[src/rtl/hit_time_credit.sv]
// hit_time_credit
// Hit qualifier and time-credit generator for the whack-a-mole game core.
// It watches the hole buttons for new presses and judges each press against
// the moles that are up while the game is in POP. A hit produces a one-cycle
// add-time pulse carrying the credit, which includes a combo bonus on every
// COMBO_LEN-th consecutive hit. Hit, miss and combo counts are kept for the
// score display.
//
// Ports
//   clk          system clock
//   rst_n        asynchronous active-low reset
//   hamster_op   level press per hole, already synchronised (1 = pressed)
//   mole_mask    1 = mole up in that hole
//   state        game FSM state; presses are judged only in `POP
//   clr          synchronous clear of counters, combo and lockout (new game)
//   add_time_en  one-cycle pulse per qualified hit
//   add_time_amt credit for the hit, 0 when no pulse
//   hit_mask     holes hit in the judged event, 0 when no pulse
//   hit_cnt      total hits, saturating
//   miss_cnt     total misses, saturating
//   combo        current consecutive-hit streak, saturating

`ifndef POP
`define POP 2'd2
`endif

module hit_time_credit #(
    parameter int N_HOLES     = 10,
    parameter int CNT_W       = 8,
    parameter int AMT_W       = 4,
    parameter int BASE_TIME   = 1,
    parameter int BONUS_TIME  = 2,
    parameter int COMBO_LEN   = 3,
    parameter int LOCKOUT_CYC = 4
) (
    input  logic               clk,
    input  logic               rst_n,
    input  logic [N_HOLES-1:0] hamster_op,
    input  logic [N_HOLES-1:0] mole_mask,
    input  logic [1:0]         state,
    input  logic               clr,
    output logic               add_time_en,
    output logic [AMT_W-1:0]   add_time_amt,
    output logic [N_HOLES-1:0] hit_mask,
    output logic [CNT_W-1:0]   hit_cnt,
    output logic [CNT_W-1:0]   miss_cnt,
    output logic [CNT_W-1:0]   combo
);

    localparam int LK_W = (LOCKOUT_CYC > 0) ? $clog2(LOCKOUT_CYC + 1) : 1;
    localparam int PH_W = (COMBO_LEN > 1) ? $clog2(COMBO_LEN) : 1;

    logic [N_HOLES-1:0] press_prev_q;
    logic [LK_W-1:0]    lock_q, lock_d;
    logic [PH_W-1:0]    phase_q, phase_d;
    logic [CNT_W-1:0]   hit_cnt_q, hit_cnt_d;
    logic [CNT_W-1:0]   miss_cnt_q, miss_cnt_d;
    logic [CNT_W-1:0]   combo_q, combo_d;
    logic               en_q, en_d;
    logic [AMT_W-1:0]   amt_q, amt_d;
    logic [N_HOLES-1:0] hmask_q, hmask_d;

    logic [N_HOLES-1:0] rise;
    logic [N_HOLES-1:0] rise_hit;
    logic               judge;
    logic               is_hit;
    logic               wrap;

    assign rise     = hamster_op & ~press_prev_q;
    assign rise_hit = rise & mole_mask;
    // Any number of holes rising in one cycle is a single judged event.
    assign judge    = (state == `POP) && !clr && (lock_q == '0) && (rise != '0);
    assign is_hit   = (rise_hit != '0);
    // The phase runs independently of the saturating combo count, so bonuses
    // keep coming even after combo pins at all-ones.
    assign wrap     = (phase_q == PH_W'(COMBO_LEN - 1));

    always_comb begin
        lock_d     = lock_q;
        phase_d    = phase_q;
        hit_cnt_d  = hit_cnt_q;
        miss_cnt_d = miss_cnt_q;
        combo_d    = combo_q;
        en_d       = 1'b0;
        amt_d      = '0;
        hmask_d    = '0;

        if (lock_q != '0) begin
            lock_d = lock_q - LK_W'(1);
        end

        if (clr) begin
            lock_d     = '0;
            phase_d    = '0;
            hit_cnt_d  = '0;
            miss_cnt_d = '0;
            combo_d    = '0;
        end else if (judge) begin
            lock_d = LK_W'(LOCKOUT_CYC);
            if (is_hit) begin
                if (hit_cnt_q != '1) hit_cnt_d = hit_cnt_q + CNT_W'(1);
                if (combo_q != '1)   combo_d   = combo_q + CNT_W'(1);
                phase_d = wrap ? '0 : phase_q + PH_W'(1);
                en_d    = 1'b1;
                hmask_d = rise_hit;
                amt_d   = wrap ? AMT_W'(BASE_TIME) + AMT_W'(BONUS_TIME)
                               : AMT_W'(BASE_TIME);
            end else begin
                if (miss_cnt_q != '1) miss_cnt_d = miss_cnt_q + CNT_W'(1);
                combo_d = '0;
                phase_d = '0;
            end
        end
    end

    always_ff @(posedge clk or negedge rst_n) begin
        if (!rst_n) begin
            press_prev_q <= '0;
            lock_q       <= '0;
            phase_q      <= '0;
            hit_cnt_q    <= '0;
            miss_cnt_q   <= '0;
            combo_q      <= '0;
            en_q         <= 1'b0;
            amt_q        <= '0;
            hmask_q      <= '0;
        end else begin
            // Tracks the buttons every cycle so a press held across a state
            // change never looks like a fresh edge.
            press_prev_q <= hamster_op;
            lock_q       <= lock_d;
            phase_q      <= phase_d;
            hit_cnt_q    <= hit_cnt_d;
            miss_cnt_q   <= miss_cnt_d;
            combo_q      <= combo_d;
            en_q         <= en_d;
            amt_q        <= amt_d;
            hmask_q      <= hmask_d;
        end
    end

    assign add_time_en  = en_q;
    assign add_time_amt = amt_q;
    assign hit_mask     = hmask_q;
    assign hit_cnt      = hit_cnt_q;
    assign miss_cnt     = miss_cnt_q;
    assign combo        = combo_q;

endmodule

[config.mk]
export PLATFORM = sky130hd
export DESIGN_NAME = hit_time_credit
export DESIGN_NICKNAME = d
export VERILOG_FILES = /design/src/rtl/hit_time_credit.sv
export SDC_FILE = /design/constraint.sdc
export NUM_CORES = 1
export LEC_CHECK = 0
export ABC_AREA = 1
export CORE_AREA = 5 5 83 105
export DETAILED_ROUTE_END_ITERATION = 12
export DIE_AREA = 0 0 88 110
export GPL_ROUTABILITY_DRIVEN = 0
export REMOVE_ABC_BUFFERS = 1
export SLEW_MARGIN = 20
export SYNTH_ARGS = -nofsm -noshare
export SYNTH_HDL_FRONTEND = slang
export SYNTH_SLANG_ARGS = --single-unit
[constraint.sdc]
create_clock -name clk -period 2.1 [get_ports clk]
set_input_delay 0.21 -clock clk [delete_from_list [all_inputs] [get_ports clk]]
set_output_delay 0.21 -clock clk [all_outputs]
set_load 0.02 [all_outputs]
# == After elaboration in Yosys (flattened, before gate mapping) ==
# Index checks and enable logic that the tools add are counted.
# op_classes
add_sub_neg,5
mul,0
n_div,0
n_lt_le_gt_ge,0
eq_ne,7
n_shift,0
n_mux,29
n_bitwise,3
n_reduce_logical,16
# ops
operator,n
two-way mux 8 bit,12
two-way mux 10 bit,3
"adder 8 x 1 -> 8 bit, second input constant",3
"!= test 8 bit, second input constant",3
bitwise AND 10 bit,2
nonzero test 10 bit,2
two-way mux 2 bit,8
inverter 10 bit,1
two-way mux 3 bit,3
nonzero test 2 bit,4
AND reduction 3 bit,2
nonzero test 3 bit,2
"equality test 2 bit, second input constant",2
logical AND 1 bit,3
zero test 3 bit,1
two-way mux 1 bit,3
"!= test 3 x 2 -> 1 bit, second input constant",1
"subtractor 3 x 1 -> 3 bit, second input constant",1
"adder 2 x 1 -> 2 bit, second input constant",1
"!= test 2 bit, second input constant",1
AND reduction 2 bit,1
zero test 1 bit,1
# totals
regBits,54
latchBits,0
ramBits,0
rom_bits,0
in_bits,25
output_inout_bits,39
word_cells,69
n_memories,0

# == Longest topological paths before layout ==
# Gate-level depths: netlist of run 1.
# logic_depth
ltp_word,7
mapped_depth,11
depth_no_buf,10

# == Worst setup path before layout of run 1 ==
# OpenSTA, ideal clock, no wires.
# synth_timing
kind,flip-flop to flip-flop
start,"reg miss_cnt_q[0], in the netlist miss_cnt[0]"
end,"reg miss_cnt_q[4], in the netlist miss_cnt[4]"
setup_time_ps,65
arrival_time_ps,1524
required_ps,2035
setup_slack_ps,511
path_stages_with_launch,10
path_buffers,0
synth_period_minus_slack_ps,1589
cell_sequence,dfrtp_1 ha_1 nand2_1 nor2_2 nand4_1 inv_1 nand3_1 nand3_2 nand2_1 nand2_1
# synth_between
elab_chain_cells,5
word_cells_on_any_way,8
cone_classes,add/sub: 1; eq/ne: 1; mux: 4; reduce/logical: 2
# synth_lines
element,line_no,text
"start, declared",57,"logic [CNT_W-1:0] miss_cnt_q, miss_cnt_d;"
"start signal, assigned",134,miss_cnt_q <= miss_cnt_d;
adder 8 x 1 -> 8 bit,109,if (miss_cnt_q != '1) miss_cnt_d = miss_cnt_q + CNT_W'(1);
two-way mux 8 bit,109,
two-way mux 8 bit,100,if (is_hit) begin
two-way mux 8 bit,98,end else if (judge) begin
two-way mux 8 bit,92,if (clr) begin
# Parallel ways exist; a longest one is shown, timed or not. The select of a mux whose other input is x is not followed.
# A chain may end at the register's enable or synchronous reset.

# == Final worst setup path of run 1 ==
# layout_timing
start,reg lock_q[0]
end,"reg miss_cnt_q[6], in the netlist miss_cnt[6]"
# layout_between
elab_chain_cells,5
# layout_lines
element,line_no,text
"start, declared",54,"logic [LK_W-1:0] lock_q, lock_d;"
"start signal, assigned",131,lock_q <= lock_d;
zero test 3 bit,72,assign judge = (state == `POP) && !clr && (lock_q == '0) && (rise != '0);
logical AND 1 bit (2 in a row),72,
nonzero test 2 bit (no source line),-,
AND reduction 3 bit (no source line),-,
# No other way between the ends.

==> impl_metrics.json, run 1 <==
{
  "combPwrFrac_pct": 25.4,
  "hold_viol": 0,
  "async_reset_ff_share_pct": 100,
  "overflow": 0,
  "fin_crit_sh_pct": 89.2,
  "setup_tns_ns": 0,
  "route.detailed.drc": 0,
  "grt_setup_unrepaired": "no",
  "htreeDepth": 2,
  "cp_common_cell": "nand2_1",
  "synth_area_sq_mm": 0.00258,
  "whs_path_depth": 1,
  "max-vdd-ir-drop_uv": 345,
  "cts_tree": "built",
  "synth.area.top_cells": "dfrtp_1, nand2_1, nand3_1",
  "clock-sinks": 51,
  "synth_simple_gate_area_share_pct": 34.2,
  "status": "finished, final reports clean",
  "grt_usage_pct": 12.4,
  "grt_pass1_wl_um": 9510,
  "synth_xor_xnor_area_share_pct": 5.08,
  "synth_top_area_cell": "dfrtp_1",
  "synth_compound_area_share_pct": 1.07,
  "cts_setup_buffers": 0,
  "relSlewSlack_pct": 63.8,
  "grt_start_max_net_pins": 30,
  "wl_per_cell_um": 12.0,
  "path_depth": 10,
  "antenna_found_initial": 0,
  "vias": 2140,
  "crit_family": "simple AND/OR/NAND/NOR gates",
  "ys_types": 26,
  "io_buffers": 61,
  "setup_viol": 0,
  "dp_slack_ns": 0.223,
  "clockBufferDepth": 2,
  "fin_crit_ns": 1.87,
  "die_area_sq_mm": 0.00968,
  "p_sw_w": 0.000686,
  "fin_ws_ns": 0.226,
  "initial_utilization_pct": 33.9,
  "path_clk_slew_ns": 0.09,
  "ctsResizeCount": 0,
  "fp.dieH_um": 110,
  "finClkSkew_ns": 0.00682,
  "yosys_warnings": 0,
  "synth_cells": 319,
  "max_freq_mhz": 534,
  "final_cell_mix": "nand2_1, clkdlybuf4s50_1, dfrtp_1",
  "post-dp-hpwl_um": 4460,
  "whs_ns": 0.403,
  "power_w": 0.00224,
  "path_cells": "inv_1, ha_1, nand2_1, nor3_2, nand2_1, nand2_1, buf_4, nand3_2, nand2_1, nand2_1",
  "grt_pass1_vias": 2099,
  "fin_nets": 419,
  "arrival_ns": 2.07,
  "ys_seq_area_share_pct": 49.4,
  "clk_latency_ns": 0.30,
  "intPower_w": 0.00155,
  "seqPwrFrac_pct": 49.4,
  "drtIter0Drc": 64,
  "synth.area.mux_share_pct": 0,
  "cp_max_fo": 15,
  "ios": 64,
  "die_x_um": 88,
  "path_buf_inv": 2,
  "numCtsBuffers": 5,
  "placementRows": 36,
  "drv_slew": 0,
  "p_sw_share_pct": 30.7,
  "syn2layout_area_growth_pct": 32.5,
  "root_buffer": "clkbuf_8",
  "via_per_inst": 4.42,
  "netlist.area_leader.share_pct": 49.4,
  "cp.required_ns": 2.29,
  "layout-drive-gt1-share_pct": 6.94,
  "synth_edf_count": 0,
  "drtAntennaViolNets": 0,
  "synth_top_family_by_area": "simple AND/OR/NAND/NOR gates",
  "syn_avg_cell_area_sq_um": 8.10,
  "max_stage_delay_ns": 0.36,
  "ys.flop_type": "dfrtp_1",
  "rr_worst_depth": 10,
  "worstHoldPathType": "primary input to register",
  "power.leakage_nw": 1.69,
  "path_class": "register to register",
  "synthAdderAreaFrac_pct": 2.42,
  "pwr-share-clk_pct": 25.3,
  "drt-pass1-iter-count": 4,
  "p_per_area_mw_per_mm2": 653,
  "diodes": 0,
  "core_sq_mm": 0.00761,
  "cap_violations": 0,
  "yosys_register_bits": 51,
  "end_kind": "register",
  "wl_um": 5820,
  "worst_slew_pin_slew_ns": 0.543,
  "critPathSlowestCell": "dfrtp_1",
  "start_kind": "register",
  "final_common_cell": "nand2_1"
}
==> sequential cells by signal, summed over array words and instances, names as in the netlist <==
name	count
miss_cnt	8
add_time_amt	1
hit_cnt	8
combo	8
phase_q	2
lock_q	3
press_prev_q	10
hit_mask	10
add_time_en	1
==> per-layer routing <==
metal | routed length (um) | global-route usage (%)
met3 | 307 | 2.83
met4 | 54 | 2.96
met2 | 3010 | 22.2
met1 | 2450 | 15.1
met5 | 0 | 0
==> what timing repair did <==
action / in CTS / in global routing
endpoints found under the setup margin: 0 / 0
hold buffers: 1 / 0
hold endpoints to repair: 22 / 0
==> stage by stage <==
step | util (%) | std cells | cell area (sq um)
final | 45.0 | 484 | 3420
after global routing | 45.0 | 484 | 3420
after CTS | 45.0 | 484 | 3420
after detailed placement | 43.7 | 476 | 3330
after global placement | 43.7 | 476 | 3330
after floorplan | - | 312 | 2530
==> final timing paths <==
kind	start	slack, ns	end
hold reg to reg	phase_q[0]	0.46	add_time_amt[1]
setup reg to reg	lock_q[0]	0.23	miss_cnt[6]
hold / removal	hamster_op[2]	0.40	press_prev_q[2]
min in group asynchronous	rst_n	0.42	hit_mask[0]
setup / recovery	lock_q[0]	0.23	miss_cnt[6]
max in group asynchronous	rst_n	1.13	hit_mask[1]
==> logic make-up (layout without fill, tap and decap cells) <==
kind of cell | count (synthesis) | after routing
simple gates | 197 | 197
flops | 51 | 51
buf+inv | 45 | 114
xor+xnor | 15 | 15
fa+ha+maj | 5 | 5
compound gates | 5 | 5
other cells | 1 | 2
==> synthesized netlist by cell type (2+ instances only) <==
cell and count:
buf_4 5, nor2_2 2, ha_1 5, nand2_1 106
xor2_1 11, nand3_1 32, xnor2_1 4, nand3_2 3
nand4_1 9, nor3_2 2, nand3b_1 3, nor2_1 34
a21oi_1 3, inv_1 36, nor3_1 2, o22ai_1 2
dfrtp_1 51
==> cell type report <==
cell class / instances / area [sq um]
tap: 95 / 119
multi-input combinational: 224 / 1110
inverter: 37 / 141
clock buffer: 6 / 82.6
sequential: 51 / 1280
timing repair buffer: 70 / 688
fill: 764 / 4190
clock inverter: 1 / 5.00
==> power groups by stage <==
stage | registers (W) | logic [W] | clock network (W)
2_1_floorplan | 0.00116 | 0.000294 | 0
3_3_place_gp | 0.00112 | 0.000554 | 0
3_5_place_dp | 0.00112 | 0.000570 | 0
4_1_cts | 0.00110 | 0.000574 | 0.000599
5_1_grt | 0.00111 | 0.000640 | 0.000620
6_report | 0.00110 | 0.000567 | 0.000565
Power figures use the tool's default switching activity.
==> inputs of run 2 (changes only) <==
--- a/config.mk
+++ b/config.mk
@@ -11,6 +11,7 @@
 export DIE_AREA = 0 0 88 110
 export GPL_ROUTABILITY_DRIVEN = 0
 export REMOVE_ABC_BUFFERS = 1
+export SETUP_SLACK_MARGIN = 0.15
 export SLEW_MARGIN = 20
 export SYNTH_ARGS = -nofsm -noshare
 export SYNTH_HDL_FRONTEND = slang
==> constraint.sdc (replaced) <==
create_clock -name clk -period 2.3 [get_ports clk]
set_input_delay 0.23 -clock clk [delete_from_list [all_inputs] [get_ports clk]]
set_output_delay 0.23 -clock clk [all_outputs]
set_load 0.02 [all_outputs]
==> run 2 against run 1 <==
Fmax is 5.0% higher. Cell count decreased by 0.41%. Count of clock-buffer cells in the layout rose by 1. Core utilization down 0.28 points. Clock skew about the same. Via count grew 3.6%. Sequential power is 8% lower. Register-to-register slack improved by 0.29 ns. Clock power grew 2%. Global-route usage rose by 0.60 points. Critical endpoint unchanged. Die area unchanged. Largest power group unchanged. First-iteration DRC count is 33% higher. Largest cell class unchanged.
==> impl_metrics.json, run 2 (same netlist as run 1, synthesis figures left out) <==
{
  "end_kind": "register",
  "root_buffer": "clkbuf_8",
  "drtIter0Drc": 85,
  "arrival_ns": 1.98,
  "wl_um": 5800,
  "max-vdd-ir-drop_uv": 309,
  "cap_violations": 0,
  "antenna_found_initial": 0,
  "worst_slew_pin_slew_ns": 0.633,
  "io_buffers": 61,
  "power_w": 0.00209,
  "fin_crit_ns": 1.79,
  "diodes": 0,
  "drt-pass1-iter-count": 4,
  "vias": 2218,
  "drv_slew": 0,
  "route.detailed.drc": 0,
  "die_area_sq_mm": 0.00968,
  "status": "finished, final reports clean",
  "clk_latency_ns": 0.31,
  "final_cell_mix": "nand2_1, clkdlybuf4s50_1, dfrtp_1",
  "setup_tns_ns": 0,
  "fin_crit_sh_pct": 77.6,
  "p_per_area_mw_per_mm2": 613,
  "core_sq_mm": 0.00761,
  "use_met1_pct": 16.0,
  "cts_setup_buffers": 0,
  "htreeDepth": 2,
  "cp_max_fo": 11,
  "multi_input_area_sq_mm": 0.00111,
  "relSlewSlack_pct": 57.8,
  "clock-sinks": 51,
  "busiest_layer": "met2",
  "cts_tree": "built",
  "ios": 64,
  "grt_pass1_vias": 2143,
  "grt_setup_unrepaired": "no",
  "fin_cells": 482,
  "fill_cells": 770,
  "start_kind": "register",
  "hold_buffers": 0,
  "use_met2_pct": 22.7,
  "dp_cells": 474,
  "drtAntennaViolNets": 0,
  "grt_usage_pct": 13.0,
  "wl_per_cell_um": 12.0,
  "ff_latch_area_sq_mm": 0.00128,
  "hold_viol": 0,
  "final_common_cell": "nand2_1",
  "placementRows": 36,
  "clockBufferDepth": 2,
  "finClkSkew_ns": 0.00680,
  "max_freq_mhz": 560,
  "path_class": "register to register",
  "setup_viol": 0,
  "overflow": 0,
  "via_per_inst": 4.60,
  "fp.dieH_um": 110,
  "post-dp-hpwl_um": 4330,
  "syn2layout_area_growth_pct": 31.7,
  "grt_pass1_wl_um": 9920,
  "worstHoldPathType": "primary input to asynchronous set/reset pin",
  "ctsResizeCount": 0,
  "grt_start_max_net_pins": 52,
  "numCtsBuffers": 5,
  "fin_nets": 416,
  "initial_utilization_pct": 33.9,
  "die_x_um": 88,
  "power.leakage_nw": 1.68,
  "cp.required_ns": 2.50,
  "path_clk_slew_ns": 0.10,
  "layout-drive-gt1-share_pct": 6.72,
  "grtUsageMet3_pct": 3.12
}
## run 2: cell count changes in the layout (fill, tap and decap cells not counted), sizes merged
cell,change
clkinvlp,+1
clkinv,-1
dlygate4sd3,-1
clkbuf,+1
buf,-2
## run 2: worst max-delay path: stages (launching register included)
cell	delay [ns]
dfrtp_1	0.37
inv_1	0.11
ha_1	0.18
nand2_1	0.12
nor3_2	0.20
nand2_1	0.09
nand2_1	0.08
buf_4	0.18
nand3_2	0.18
nand2_1	0.10
nand2_1	0.06
## run 2: routing by layer
metal	vias to the layer above	part of all wire (%)
met3	7	6.3
li1	1121	-
met2	54	50
met1	1036	42
met5	-	0
met4	0	1.2
## run 2: metrics by stage
stage / cell area (sq um) / hold slack [ns] / utilization, % / setup WS (ns)
2_1_floorplan: 2530 / -0.0656 / - / 0.233
3_3_place_gp: 3300 / 0.389 / 43.3 / 0.390
3_5_place_dp: 3300 / 0.393 / 43.3 / 0.317
4_1_cts: 3400 / 0.0596 / 44.7 / 0.506
5_1_grt: 3400 / 0.0883 / 44.7 / 0.262
6_report: 3400 / 0.0294 / 44.7 / 0.515
## run 2: final timing paths
kind                               start               to  slack, ns  cells after the start
min in group clk           hamster_op[0]  press_prev_q[0]       0.42                      1
max in group asynchronous          rst_n       hit_cnt[0]       1.85                      2
hold / removal                     rst_n  press_prev_q[4]       0.03                      2
setup / recovery               lock_q[0]      miss_cnt[6]       0.51                     10
setup reg to reg               lock_q[0]      miss_cnt[6]       0.51                     10
hold reg to reg               phase_q[0]  add_time_amt[1]       0.47                      1
## run 2: area by class of cell
type / instances / area share [%]
Sequential cell: 51 / 37.5
Multi-Input combinational cell: 224 / 32.7
Timing Repair Buffer: 67 / 19.1
Inverter: 37 / 4.15
Tap cell: 95 / 3.49
Clock buffer: 7 / 2.83
Clock inverter: 1 / 0.221
## run 2: power by group
part           switching (W)  internal, W
registers          0.0000453     0.000961
logic               0.000293     0.000213
clock network       0.000301     0.000274
total               0.000639      0.00145
==> inputs of run 3 (changes only) <==
==> constraint.sdc (replaced) <==
create_clock -name clk -period 1.5 [get_ports clk]
set_input_delay 0.15 -clock clk [delete_from_list [all_inputs] [get_ports clk]]
set_output_delay 0.15 -clock clk [all_outputs]
set_load 0.02 [all_outputs]
==> run 3 against run 2 <==
Non-clock buffer count is 47 higher. Via count is 8.1% higher. Sequential cell count stayed put. Fmax is 19% higher. Critical path depth stayed put. Register-to-register slack worse by 0.51 ns. Sequential share of layout area is 5.6 points lower. Largest power group unchanged.
==> impl_metrics.json, run 3 (same netlist as run 1, synthesis figures left out) <==
{
  "syn2layout_area_growth_pct": 54.7,
  "grt_start_max_net_pins": 52,
  "ios": 64,
  "clockBufferDepth": 2,
  "fin_crit_sh_pct": 99.7,
  "io_buffers": 61,
  "pwr-share-clk_pct": 22.0,
  "path_class": "register to register",
  "route.detailed.drc": 0,
  "finClkSkew_ns": 0.00565,
  "via_per_inst": 4.52,
  "grt_usage_pct": 14.4,
  "grtUsageMet3_pct": 2.90,
  "clk_latency_ns": 0.30,
  "cts_tree": "built",
  "placementRows": 36,
  "wl_um": 6640,
  "worst_hold_path.endpoint": "press_prev_q[4]",
  "max-vdd-ir-drop_uv": 491,
  "path_buf_inv": 2,
  "final_common_cell": "nand2_1",
  "die_x_um": 88,
  "p_sw_w": 0.00115,
  "fin_nets": 464,
  "layout-drive-gt1-share_pct": 27.8,
  "grt_pass1_vias": 2445,
  "use_met1_pct": 16.7,
  "end_kind": "register",
  "max_stage_delay_ns": 0.40,
  "setup_viol": 0,
  "post-dp-hpwl_um": 4740,
  "arrival_ns": 1.69,
  "grt_pass1_wl_um": 11000,
  "use_met2_pct": 26.6,
  "worst_r2r_startpoint": "lock_q[1]",
  "power_w": 0.00355,
  "rr_worst_depth": 10,
  "drtAntennaViolNets": 0,
  "r2r_setup_slack_ns": 0.005,
  "max_freq_mhz": 669,
  "p_sw_share_pct": 32.4,
  "clock-sinks": 51,
  "drv_slew": 0,
  "wl_per_cell_um": 12.5,
  "path_cells": "inv_2, ha_4, nand2_4, nor3_4, nand2_2, nand2_4, buf_6, nand3_4, nand2_1, nand2_1",
  "start_kind": "register",
  "combPwrFrac_pct": 34.9,
  "whs_ns": 0.343,
  "grt_setup_unrepaired": "yes",
  "intPower_w": 0.00240,
  "r2r-end": "hit_cnt[6]",
  "initial_utilization_pct": 33.9,
  "htreeDepth": 2,
  "critPathSlowestCell": "dfrtp_1",
  "whs_path_depth": 1,
  "fp.dieH_um": 110,
  "overflow": 0,
  "fin_crit_ns": 1.50,
  "die_area_sq_mm": 0.00968,
  "numCtsBuffers": 5,
  "vias": 2397,
  "busiest_layer": "met2",
  "diodes": 0,
  "core_sq_mm": 0.00761,
  "status": "finished, final reports clean",
  "crit_family": "simple AND/OR/NAND/NOR gates",
  "cap_violations": 0,
  "setup_tns_ns": 0,
  "p_per_area_mw_per_mm2": 889,
  "drt-pass1-iter-count": 6,
  "hp-start": "hamster_op[4]",
  "final_cell_mix": "nand2_1, dfrtp_1, buf_4",
  "drtIter0Drc": 58,
  "antenna_found_initial": 0,
  "startpoint": "lock_q[1]",
  "hold_viol": 0,
  "root_buffer": "clkbuf_8",
  "cp.required_ns": 1.70,
  "path_clk_slew_ns": 0.09,
  "worstHoldPathType": "primary input to register",
  "cp_max_fo": 8,
  "power.leakage_nw": 2.12,
  "seqPwrFrac_pct": 43.1
}
run 3: changes by cell type in the layout (fill, tap and decap cells not counted), sizes merged:
| cell | before | now |
|---|---|---|
| buf | 7 | 53 |
| clkdlybuf4s50 | 60 | 23 |
| dlygate4sd2 | 0 | 29 |
| clkbuf | 7 | 11 |
| clkdlybuf4s15 | 0 | 3 |
| clkinv | 0 | 1 |
| dlygate4sd3 | 0 | 1 |
| nand3 | 36 | 37 |
run 3: layout make-up:
type                    instances  area [sq um]
flip-flops and latches         51          1280
clock buffers                   6          72.6
multi-input cells             225          1360
inverters                      37           141
repair buffers                114          1020
fillers                       735          3610
well taps                      95           119
clock inverters                 2          12.5
run 3: per-layer routing:
metal	vias up	routed length [um]	share of wire (%)
met5	-	0	0
met1	1119	2720	41
met4	0	53	0.80
li1	1223	-	-
met2	50	3570	54
met3	5	295	4.4
run 3: worst max path at each step:
stage / cells past startpoint / to / slack [ns]
final: 10 / hit_cnt[6] / 0.005
after CTS: 9 / combo[0] / -0.1
after global routing: 10 / miss_cnt[1] / -0.11
after detailed placement: 10 / combo[5] / -0.28
after floorplan: 9 / miss_cnt[0] / -0.57
after global placement: 10 / combo[0] / -0.24
run 3: what timing repair did:
action / in CTS / in global routing
resized for setup: 60 / 59
setup buffers: 9 / 6
hold endpoints to repair: 51 / 0
pin swaps: 20 / 23
endpoints found under the setup margin: 78 / 44
cloned: 1 / 0
hold buffers: 1 / 0
run 3: through the flow:
stage               instances  utilization (%)  setup WS [ns]  instance area, sq um
finish                    530             52.5        0.00462                  4000
global route              530             52.5         -0.107                  4000
CTS                       524             49.7        -0.0993                  3780
detailed placement        505             46.6         -0.281                  3540
global placement          505             46.6         -0.242                  3540
floorplan                 312                -         -0.567                  2530
run 3: power by group through the flow:
stage	Sequential [W]	Combinational (W)	Clock (W)
2_1_floorplan	0.00162	0.000412	0
3_3_place_gp	0.00155	0.000967	0
3_5_place_dp	0.00155	0.000995	0
4_1_cts	0.00153	0.00115	0.000807
5_1_grt	0.00155	0.00138	0.000864
6_report	0.00153	0.00124	0.000781
